File: config.mk
export PLATFORM = sky130hd
export DESIGN_NAME = agro_pump_ctrl
export DESIGN_NICKNAME = d
export VERILOG_FILES = /design/src/rtl/agro_pump_ctrl.sv
export SDC_FILE = /design/constraint.sdc
export NUM_CORES = 1
export LEC_CHECK = 0
export CAP_MARGIN = 10
export CORE_MARGIN = 5
export CORE_UTILIZATION = 55
export DETAILED_ROUTE_END_ITERATION = 12
export HOLD_SLACK_MARGIN = 0.03
export PLACE_DENSITY_LB_ADDON = 0.08
export SLEW_MARGIN = 10
export SYNTH_ARGS = -nofsm -noshare
export SYNTH_HDL_FRONTEND = slang
export SYNTH_SLANG_ARGS = --single-unit
File: constraint.sdc
create_clock -name clk -period 2.8 [get_ports clk]
set_input_delay 0.56 -clock clk [delete_from_list [all_inputs] [get_ports clk]]
set_output_delay 0.56 -clock clk [all_outputs]
set_load 0.1 [all_outputs]
File: src/rtl/agro_pump_ctrl.sv
// Pump actuator stage: debounces the irrigation demand and enforces minimum
// on/off times plus a maximum on-time that latches a lockout fault.
`timescale 1ns/1ps
module agro_pump_ctrl #(
    parameter int DEB_CYCLES = 16,
    parameter int MIN_ON     = 64,
    parameter int MIN_OFF    = 64,
    parameter int MAX_ON     = 1024,
    parameter int CNT_W      = 16
) (
    input  logic       clk,
    input  logic       rst_n,
    input  logic       en,
    input  logic       demand_i,
    input  logic       clr_i,
    output logic       pump_o,
    output logic       lockout_o,
    output logic [1:0] state_o
);

    typedef enum logic [1:0] {
        IDLE     = 2'b00,
        ON       = 2'b01,
        COOLDOWN = 2'b10,
        LOCKOUT  = 2'b11
    } state_t;

    localparam logic [CNT_W-1:0] DEB_LAST     = CNT_W'(DEB_CYCLES - 1);
    localparam logic [CNT_W-1:0] MIN_ON_LAST  = CNT_W'(MIN_ON - 1);
    localparam logic [CNT_W-1:0] MIN_OFF_LAST = CNT_W'(MIN_OFF - 1);
    localparam logic [CNT_W-1:0] MAX_ON_LAST  = CNT_W'(MAX_ON - 1);
    localparam logic [CNT_W-1:0] CNT_ONE      = CNT_W'(1);

    state_t           state_q, state_d;
    logic [CNT_W-1:0] timer_q, timer_d;
    logic [CNT_W-1:0] deb_cnt_q, deb_cnt_d;
    logic             demand_db_q, demand_db_d;
    logic             pump_q, lockout_q;

    // A differing input must persist DEB_CYCLES edges; any agreement restarts the count.
    always_comb begin
        demand_db_d = demand_db_q;
        deb_cnt_d   = '0;
        if (demand_i != demand_db_q) begin
            if (deb_cnt_q == DEB_LAST) begin
                demand_db_d = demand_i;
            end else begin
                deb_cnt_d = deb_cnt_q + CNT_ONE;
            end
        end
    end

    always_comb begin
        state_d = state_q;
        case (state_q)
            IDLE: begin
                if (en && demand_db_q) state_d = ON;
            end
            // Enable loss beats everything; a normal demand-off exit beats the MAX_ON fault.
            ON: begin
                if (!en) begin
                    state_d = COOLDOWN;
                end else if (!demand_db_q && (timer_q >= MIN_ON_LAST)) begin
                    state_d = COOLDOWN;
                end else if (timer_q == MAX_ON_LAST) begin
                    state_d = LOCKOUT;
                end
            end
            COOLDOWN: begin
                if (timer_q == MIN_OFF_LAST) state_d = IDLE;
            end
            LOCKOUT: begin
                if (clr_i && !demand_db_q) state_d = COOLDOWN;
            end
            default: state_d = IDLE;
        endcase

        if (state_d != state_q) begin
            timer_d = '0;
        end else if (timer_q != '1) begin
            timer_d = timer_q + CNT_ONE;
        end else begin
            timer_d = timer_q;
        end
    end

    always_ff @(posedge clk) begin
        if (!rst_n) begin
            state_q     <= IDLE;
            timer_q     <= '0;
            deb_cnt_q   <= '0;
            demand_db_q <= 1'b0;
            pump_q      <= 1'b0;
            lockout_q   <= 1'b0;
        end else begin
            state_q     <= state_d;
            timer_q     <= timer_d;
            deb_cnt_q   <= deb_cnt_d;
            demand_db_q <= demand_db_d;
            pump_q      <= (state_d == ON);
            lockout_q   <= (state_d == LOCKOUT);
        end
    end

    assign pump_o    = pump_q;
    assign lockout_o = lockout_q;
    assign state_o   = state_q;

endmodule

==> metrics.cfg <==
[logic_synthesis]
synth_edf_count=0
syn_avg_cell_area_um2=8.441
synthTopCellsByCount=dfxtp_1 (37), nor2_1 (37), xor2_1 (17)
synth_cell_type_count=41
synth_area_leaders=dfxtp_1 (41%), xor2_1 (8.3%), nor2_1 (7.7%), nand3_1 (3.6%), xnor2_1 (2.9%)
synth_seq_cells=37
yosysTopAreaCell=dfxtp_1
async_flop_share=0
synth_warnings=0
synthDominantCellAreaShare=0.4120
syn_nets=220
synth_flop_cell=dfxtp_1
syn_inst=213
synth-seq-area-share=0.4120
syn_area_um2=1798

[place]
portBuffers=8
gp_congestion=0.8771
dp_hpwl_um=2381
place_inst=255

[detailed_routing]
wire_per_inst_um=12.60
drt_iter0_markers=79
drcViolationCount=0
viasPerCell=5.578
wl_um=3314
via_count=1467
ant_nets=0
drt-pass1-iter-count=4

[cells_and_area]
multi_input_area_um2=985.9
diodes=0
drive_gt1_frac=0.06849
final_nets=225
area_growth_pct=7.933
fill_cells=282
seqCellArea_um2=740.7
fin_cells=263

[cts]
clockRootBuffer=clkbuf_4
clock_sink_count=37
clk_latency_ns=0.34
clock_path_buffers=2
cts_tree=built
cts-resized-gates=0
cts-buffers-inserted=5
hold_buffers=0
ctsHtreeMaxLevel=2
cts_setup_buffers=0
path_clk_slew_ns=0.10

[floorplan]
die_h_um=67.18
dieArea_um2=4512
coreArea_um2=3103
num_rows=20
die_w_um=67.18
start_util=0.5794
io_pins=9

[timing]
hold_viol=0
finClkSkew_ns=0.003965
slew_violations=0
rsz0062_at_grt=no
fmax_ghz=0.4753
fin_tns_setup_ns=0
finalCritPeriodShare=0.7514
worst_slew_pin_slew_ns=0.6361
relSlewSlack=0.5747
hold_ws_ns=0.4981
timing.final.crit_period_ns=2.104
setup_viol=0

[global_route]
grt_pass1_wl_um=5913
antenna_found_initial=0
grt.total_usage=0.1722
grt_pass1_vias=1396
overflow=0
grt_max_degree=17

[setup_path]
end_kind=flop
cp.arrival_ns=2.36
worstSetupStartpointType=input pin
worstPathMaxFanout=15
critPathKind=input pin to flop
cp.required_ns=3.05

[outcome]
outcome=finished clean

[power]
p_sw_frac=0.2188
powerDensity_nw_per_um2=454.3
pwr-share-clk=0.359
p_leak_nw=0.6762
p_switching_mw=0.1929
combinationalPowerShare=0.035
pwr-share-seq=0.607
power.internal_mw=0.6887
max-vdd-ir-drop_mv=0.3198

[worst_hold_path]
hold_class=flop to flop

[run]
cap_violations=0

==> cell usage in the layout, fill, tap and decap left out, types with 2 or more instances in the layout <==
| cell | count |
|---|---|
| a21oi_1 | 5 |
| and2_1 | 3 |
| dfxtp_1 | 37 |
| ha_1 | 2 |
| nand3b_1 | 2 |
| o211ai_1 | 3 |
| clkbuf_8 | 2 |
| and4_1 | 3 |
| buf_4 | 4 |
| nand3_1 | 13 |
| nor4_1 | 4 |
| nor2_1 | 37 |
| o2111ai_1 | 2 |
| nor2b_1 | 2 |
| nand2b_1 | 2 |
| a41oi_1 | 2 |
| xor2_1 | 17 |
| a31oi_1 | 2 |
| nand4_1 | 7 |
| xnor2_1 | 6 |
| clkbuf_4 | 5 |
| inv_1 | 5 |
| and3_1 | 8 |
| o21ai_0 | 8 |
| a211oi_1 | 2 |
| nor3_1 | 9 |
| nand2_1 | 9 |
| clkdlybuf4s50_1 | 4 |
==> final timing paths <==
kind                                endpoint  slack, ns         start  cells past startpoint
worst max register to register   timer_q[13]       0.84    timer_q[0]                      6
worst min-delay path            deb_cnt_q[0]       0.50  deb_cnt_q[0]                      1
worst max-delay path             timer_q[14]       0.70         rst_n                      6
worst min register to register  deb_cnt_q[0]       0.50  deb_cnt_q[0]                      1
==> per-stage QoR <==
| stage | total power, mW | utilization | area [um2] | worst slack (ns) |
|---|---|---|---|---|
| after floorplan | 0.5670 | - | 1798 | 0.8132 |
| after global placement | 0.5758 | 0.6028 | 1871 | 0.4792 |
| after detailed placement | 0.5773 | 0.6028 | 1871 | 0.3257 |
| after CTS | 0.9005 | 0.6254 | 1941 | 0.7129 |
| after global routing | 0.9297 | 0.6254 | 1941 | 0.5010 |
| final | 0.8816 | 0.6254 | 1941 | 0.6961 |
==> power by group through the flow <==
stage / clock [mW] / combinational (mW) / sequential, mW
floorplan: 0 / 0.0214 / 0.546
global placement: 0 / 0.0296 / 0.546
detailed placement: 0 / 0.0307 / 0.547
CTS: 0.335 / 0.0310 / 0.535
global route: 0.359 / 0.0352 / 0.536
finish: 0.316 / 0.0307 / 0.535
==> flip-flops by register name, indices dropped and copies added (netlist names) <==
signal	flops
deb_cnt_q	16
timer_q	16
state_o	2
demand_db_q	1
lockout_o	1
pump_o	1
==> worst max-delay path: stages <==
cell,delay (ns)
clkdlybuf4s50_1,0.58
nor2b_1,0.29
a21oi_1,0.11
a31oi_1,0.21
o211ai_2,0.33
a211oi_1,0.27
==> cell families after synthesis <==
group	synth area share
adder cells (fa/ha/maj)	0.01392
AO/OA/AOI/OAI	0.1287
multiplexers	0.01183
XOR/XNOR	0.1120
flip-flops	0.4120
AND/OR/NAND/NOR	0.2818
buffers and inverters	0.03967
==> per-layer routing <==
metal  vias to the layer above  wire length, um  track usage
met1                       662             1547       0.2047
met5                         -                0            0
met4                         0               13       0.1038
met3                         2              165      0.04160
met2                        34             1588       0.2798
li1                        769                -            -
==> area by class of cell <==
cell class,instances,area share
clock buffers,7,0.03353
clock inverters,1,0.002579
inverters,5,0.009671
multi-input cells,161,0.5081
flip-flops and latches,37,0.3817
well taps,44,0.02837
repair buffers,8,0.03611
Note: power is estimated with default switching activity, not from simulation.
==> edit 1: new RTL, config.mk and constraints unchanged <==
Change the parameter `CNT_W` from 16 to 20.
--- a/src/rtl/agro_pump_ctrl.sv
+++ b/src/rtl/agro_pump_ctrl.sv
@@ -6,7 +6,7 @@
     parameter int MIN_ON     = 64,
     parameter int MIN_OFF    = 64,
     parameter int MAX_ON     = 1024,
-    parameter int CNT_W      = 16
+    parameter int CNT_W      = 20
 ) (
     input  logic       clk,
     input  logic       rst_n,
Check against the original RTL: no difference found for any inputs over 10 cycles, from zero or initial values and one cycle with rst_n low; that may be too few to reach the edited logic, so the function may still have changed.
==> edit 1 against the unedited design <==
Routed wire length is 18% higher. Via count up 16%. Sequential cell count increased by 8. Non-clock buffer count rose by 4. Clock skew up 0.0035 ns. Global-route usage down 0.81 points. Total power up 35%. Count of clock-buffer cells in the layout down 1. Final area grew 25%. Combinational power increased by 20%. Worst setup slack got worse by 0.098 ns. Sequential share of layout area shrank 0.88 points. Area after synthesis increased by 20%.
==> edit 1: results (changes against the unedited design) <==
outcome:
  status: "finished clean"
yosys:
  seq_area_frac_synth: 0.417  # +0.00542
  netlist_top_cells_count: "45 x dfxtp_1, 38 x nor2_1, 15 x nand3_1, 15 x xnor2_1"
  synth_nets: 254  # +15%
  yosysUniqueCellTypes: 45  # +9.8%
  synth_area_leaders: "dfxtp_1 42%, nor2_1 6.6%, xnor2_1 6.1%, xor2_1 5.7%, nand4_1 3.8%"
  synth_area_per_cell_um2: 8.74  # +3.5%
routing:
  detail_route.iter0.violations: 127  # +61%
  drt_wl_total_um: 3900  # +18%
  wl_met2_um: 1910  # +20%
  m1WireLength_um: 1870  # +21%
  met3_length_um: 84  # -49%
  via_per_inst: 5.55  # -0.52%
  dr.pass1.iters: 4  # unchanged
  top_layer_used: "met4"
setup_path:
  ff2ff_path_depth: 7  # +1
  max_stage_delay_ns: 0.49  # -0.09 ns
  cp.arrival_ns: 2.39  # +0.03 ns
  critPathMaxFanout: 13  # -2
  rrSetupSlack_ns: 0.60  # -0.24 ns
  critical-path-top-delay-family: "simple AND/OR/NAND/NOR gates"
  r2r-end: "timer_q[1]"
  startpoint: "timer_q[0]"
  cpMaxStageDelayCell: "and3_1"
cells_and_area:
  fin_nets: 266  # +18%
  drive_gt1_frac: 0.100  # +0.0315
  final_cells: 308  # +17%
place:
  place.gp.congestion: 0.801  # -8.7%
  dp_cells: 300  # +18%
  place_area_mm2: 0.00230  # +23%
  dpl.hpwl_um: 2700  # +14%
  place_ws_ns: 0.414  # +0.0884 ns
pwr:
  p_int_uw: 952  # +38%
  static-leakage-power_nw: 0.827  # +22%
  ir_drop_mv: 0.311  # -2.7%
  clockPowerShare: 0.423  # +0.064
  power_density_mw_per_mm2: 493  # +8.5%
  p_comb_frac: 0.031  # -0.004
global_route:
  globalRouteTotalUtil: 0.164  # -0.00811
  grt_use_met1: 0.203  # -0.00218
  grt_pass1_wl_um: 7020  # +19%
  grt_pass1_vias: 1615  # +16%
  grtUsageMet3: 0.0455  # +0.00386
  met2_usage: 0.276  # -0.00420
  grt_max_degree: 21  # +4
sta:
  fin_skew_ns: 0.00743  # +0.00347 ns
  slew-limit-headroom: 0.627  # +0.0527
  holdWs_ns: 0.464  # -0.0344 ns
cts:
  root_buffer: "clkbuf_8"
  clk_latency_ns: 0.29  # -0.05 ns
  htreeDepth: 2  # unchanged
  clk_pin_slew_ns: 0.08  # -0.02 ns
edit 1: cell families (layout without fill, tap and decap cells):
family / after synthesis / count (layout) / synth area share
simple gates: 121 / 121 / 0.295
flops: 45 / 45 / 0.417
compound gates: 32 / 32 / 0.111
xor+xnor: 29 / 29 / 0.118
buf+inv: 14 / 27 / 0.0284
mux: 4 / 4 / 0.0191
fa+ha+maj: 2 / 2 / 0.0116
edit 1: worst max path at each step:
stage | end | slack, ns | cells after the start
detailed placement | timer_q[1] | 0.41 | 7
floorplan | pump_o | 0.58 | 6
global route | timer_q[1] | 0.49 | 7
global placement | timer_q[1] | 0.45 | 7
finish | timer_q[1] | 0.60 | 7
CTS | timer_q[1] | 0.63 | 7
edit 1: layout make-up:
class	instances	area, um2
sequential	45	901
multi-input combinational	188	1200
inverter	7	26.3
timing repair buffer	12	113
tap	48	60.1
clock buffer	6	82.6
fill	325	1330
clock inverter	2	37.5
==> edit 2: new RTL, same settings <==
Without the edit above. Register the output `pump_o` once more, with the module's reset; this adds one clock of latency there. The other outputs are not delayed to match.
--- a/src/rtl/agro_pump_ctrl.sv
+++ b/src/rtl/agro_pump_ctrl.sv
@@ -102,7 +102,13 @@
         end
     end
 
-    assign pump_o    = pump_q;
+    always_ff @(posedge clk) begin
+        if (!rst_n) begin
+            pump_o <= '0;
+        end else begin
+            pump_o <= pump_q;
+        end
+    end
     assign lockout_o = lockout_q;
     assign state_o   = state_q;
 
Function: same outputs for any inputs over 10 cycles, from zero or initial values and one cycle with rst_n low; that may be too few to reach the edited logic, so the function may still have changed.
==> edit 2 against the unedited design <==
Sequential share of layout area decreased by 1.4 points. Total power increased by 21%. Final area increased by 6.5%. Worst setup slack got worse by 0.068 ns. Worst hold slack got worse by 0.055 ns. Area after synthesis increased by 1.5%. Sequential cell count increased by 1. Critical path depth decreased by 1. Routed wire length increased by 5.5%.
==> edit 2: results (changes against the unedited design) <==
outcome:
  status: "finished clean"
routing:
  dr.pass1.iters: 4  # unchanged
  routedWlPerCell_um: 13.0  # +3.1%
  ant_nets: 0  # unchanged
  via_count: 1530  # +4.3%
  detail_route.iter0.violations: 134  # +70%
cells_and_area:
  fill_cells: 276  # -2.1%
  fin_nets: 229  # +1.8%
  n_antenna_cell: 0  # unchanged
  final_common_cell: "dfxtp_1"
  drive_gt1_frac: 0.0987  # +0.0302
setup_path:
  cp.arrival_ns: 2.34  # -0.02 ns
  ff2ff_path_depth: 5  # -1
  cpMaxStageDelayCell: "or4_4"
  max_stage_delay_ns: 0.55  # -0.03 ns
  critPathMaxFanout: 16  # +1
  critical-path-top-delay-family: "compound AO/OA/AOI/OAI gates"
  rrSetupSlack_ns: 0.63  # -0.21 ns
  reg2reg_from: "timer_q[12]"
  r2r-end: "timer_q[11]"
place:
  dpl.hpwl_um: 2560  # +7.6%
  place_ws_ns: 0.385  # +0.0588 ns
  place.gp.congestion: 0.829  # -5.5%
global_route:
  grt_max_degree: 17  # unchanged
  grt_pass1_wl_um: 6270  # +6.0%
  globalRouteTotalUtil: 0.177  # +0.00458
sta:
  fin_skew_ns: 0.0134  # +0.00944 ns
  worstMarginPinSlew_ns: 1.16  # +0.527 ns
  holdWs_ns: 0.443  # -0.0555 ns
  hold_viol: 0  # unchanged
yosys:
  synth_async_sr_flop_share: 0  # unchanged
  synth_area_leaders: "dfxtp_1 42%, xnor2_1 6.2%, nor2_1 6.0%, nor3_1 3.8%, xor2_1 3.8%"
  synth_nets: 215  # -2.3%
  seq_area_frac_synth: 0.417  # +0.00504
  ys.warnings.count: 0  # unchanged
  yosysUniqueCellTypes: 35  # -15%
  netlist_top_cells_count: "38 x dfxtp_1, 29 x nor2_1, 14 x nand2_1, 14 x nor3_1"
min_path:
  worstHoldEndpoint: "pump_o"
  min_path_type: "reg -> reg"
  hold_depth: 1  # unchanged
  hold_start: "pump_q"
pwr:
  ir_drop_mv: 0.287  # -10%
  static-leakage-power_nw: 0.714  # +5.6%
cts:
  htreeDepth: 2  # unchanged
  root_buffer: "clkbuf_4"
  clk_pin_slew_ns: 0.10  # about the same
==> edit 2: cell types whose count changed after synthesis, sizes merged, moves of 6 or more <==
cell	change
xor2	-9
nor2	-8
inv	+6
o21ai	-6
xnor2	+7
==> edit 2: cell type report <==
cell class                      count  area, um2  share of cell area
Timing Repair Buffer               10       85.1              0.0412
Clock buffer                        6       51.3              0.0248
Sequential cell                    38        761               0.368
Inverter                           11       41.3              0.0200
Tap cell                           46       57.6              0.0278
Clock inverter                      2       60.1              0.0291
Multi-Input combinational cell    156       1010               0.489
==> edit 2: per-layer routing <==
layer	vias to the layer above	track usage	routed length (um)
met2	23	0.279	1650
met1	724	0.225	1670
met4	0	0.0911	63
li1	773	-	-
met5	-	0	0
met3	10	0.0366	118
==> edit 2: stage by stage <==
step	cells	area, um2
5_1_grt	269	2070
6_report	269	2070
4_1_cts	269	2070
3_3_place_gp	261	1960
3_5_place_dp	261	1960
2_1_floorplan	208	1820
==> edit 2: worst max path at each step <==
stage	startpoint	endpoint	slack [ns]	cells after the start
3_5_place_dp	clr_i	timer_q[11]	0.38	4
5_1_grt	timer_q[12]	timer_q[12]	0.44	5
6_report	timer_q[12]	timer_q[11]	0.63	5
3_3_place_gp	clr_i	timer_q[11]	0.47	4
4_1_cts	timer_q[12]	timer_q[11]	0.63	5
2_1_floorplan	state_o[0]	timer_q[0]	0.44	4
==> edit 2: logic make-up (layout without fill, tap and decap cells) <==
kind of cell,after synthesis,after routing,synth area share
compound gates,27,27,0.119
fa+ha+maj,2,2,0.0137
mux,3,3,0.0165
buf+inv,14,29,0.0329
xor+xnor,21,21,0.101
flops,38,38,0.417
simple gates,103,103,0.300
==> edit 2: report_power, final <==
group,switching [mW],leakage (nW),internal (mW),total (mW)
registers,0.00487,0.307,0.546,0.551
logic,0.0183,0.349,0.0145,0.0328
clock network,0.178,0.0585,0.303,0.480
total,0.201,0.714,0.863,1.06
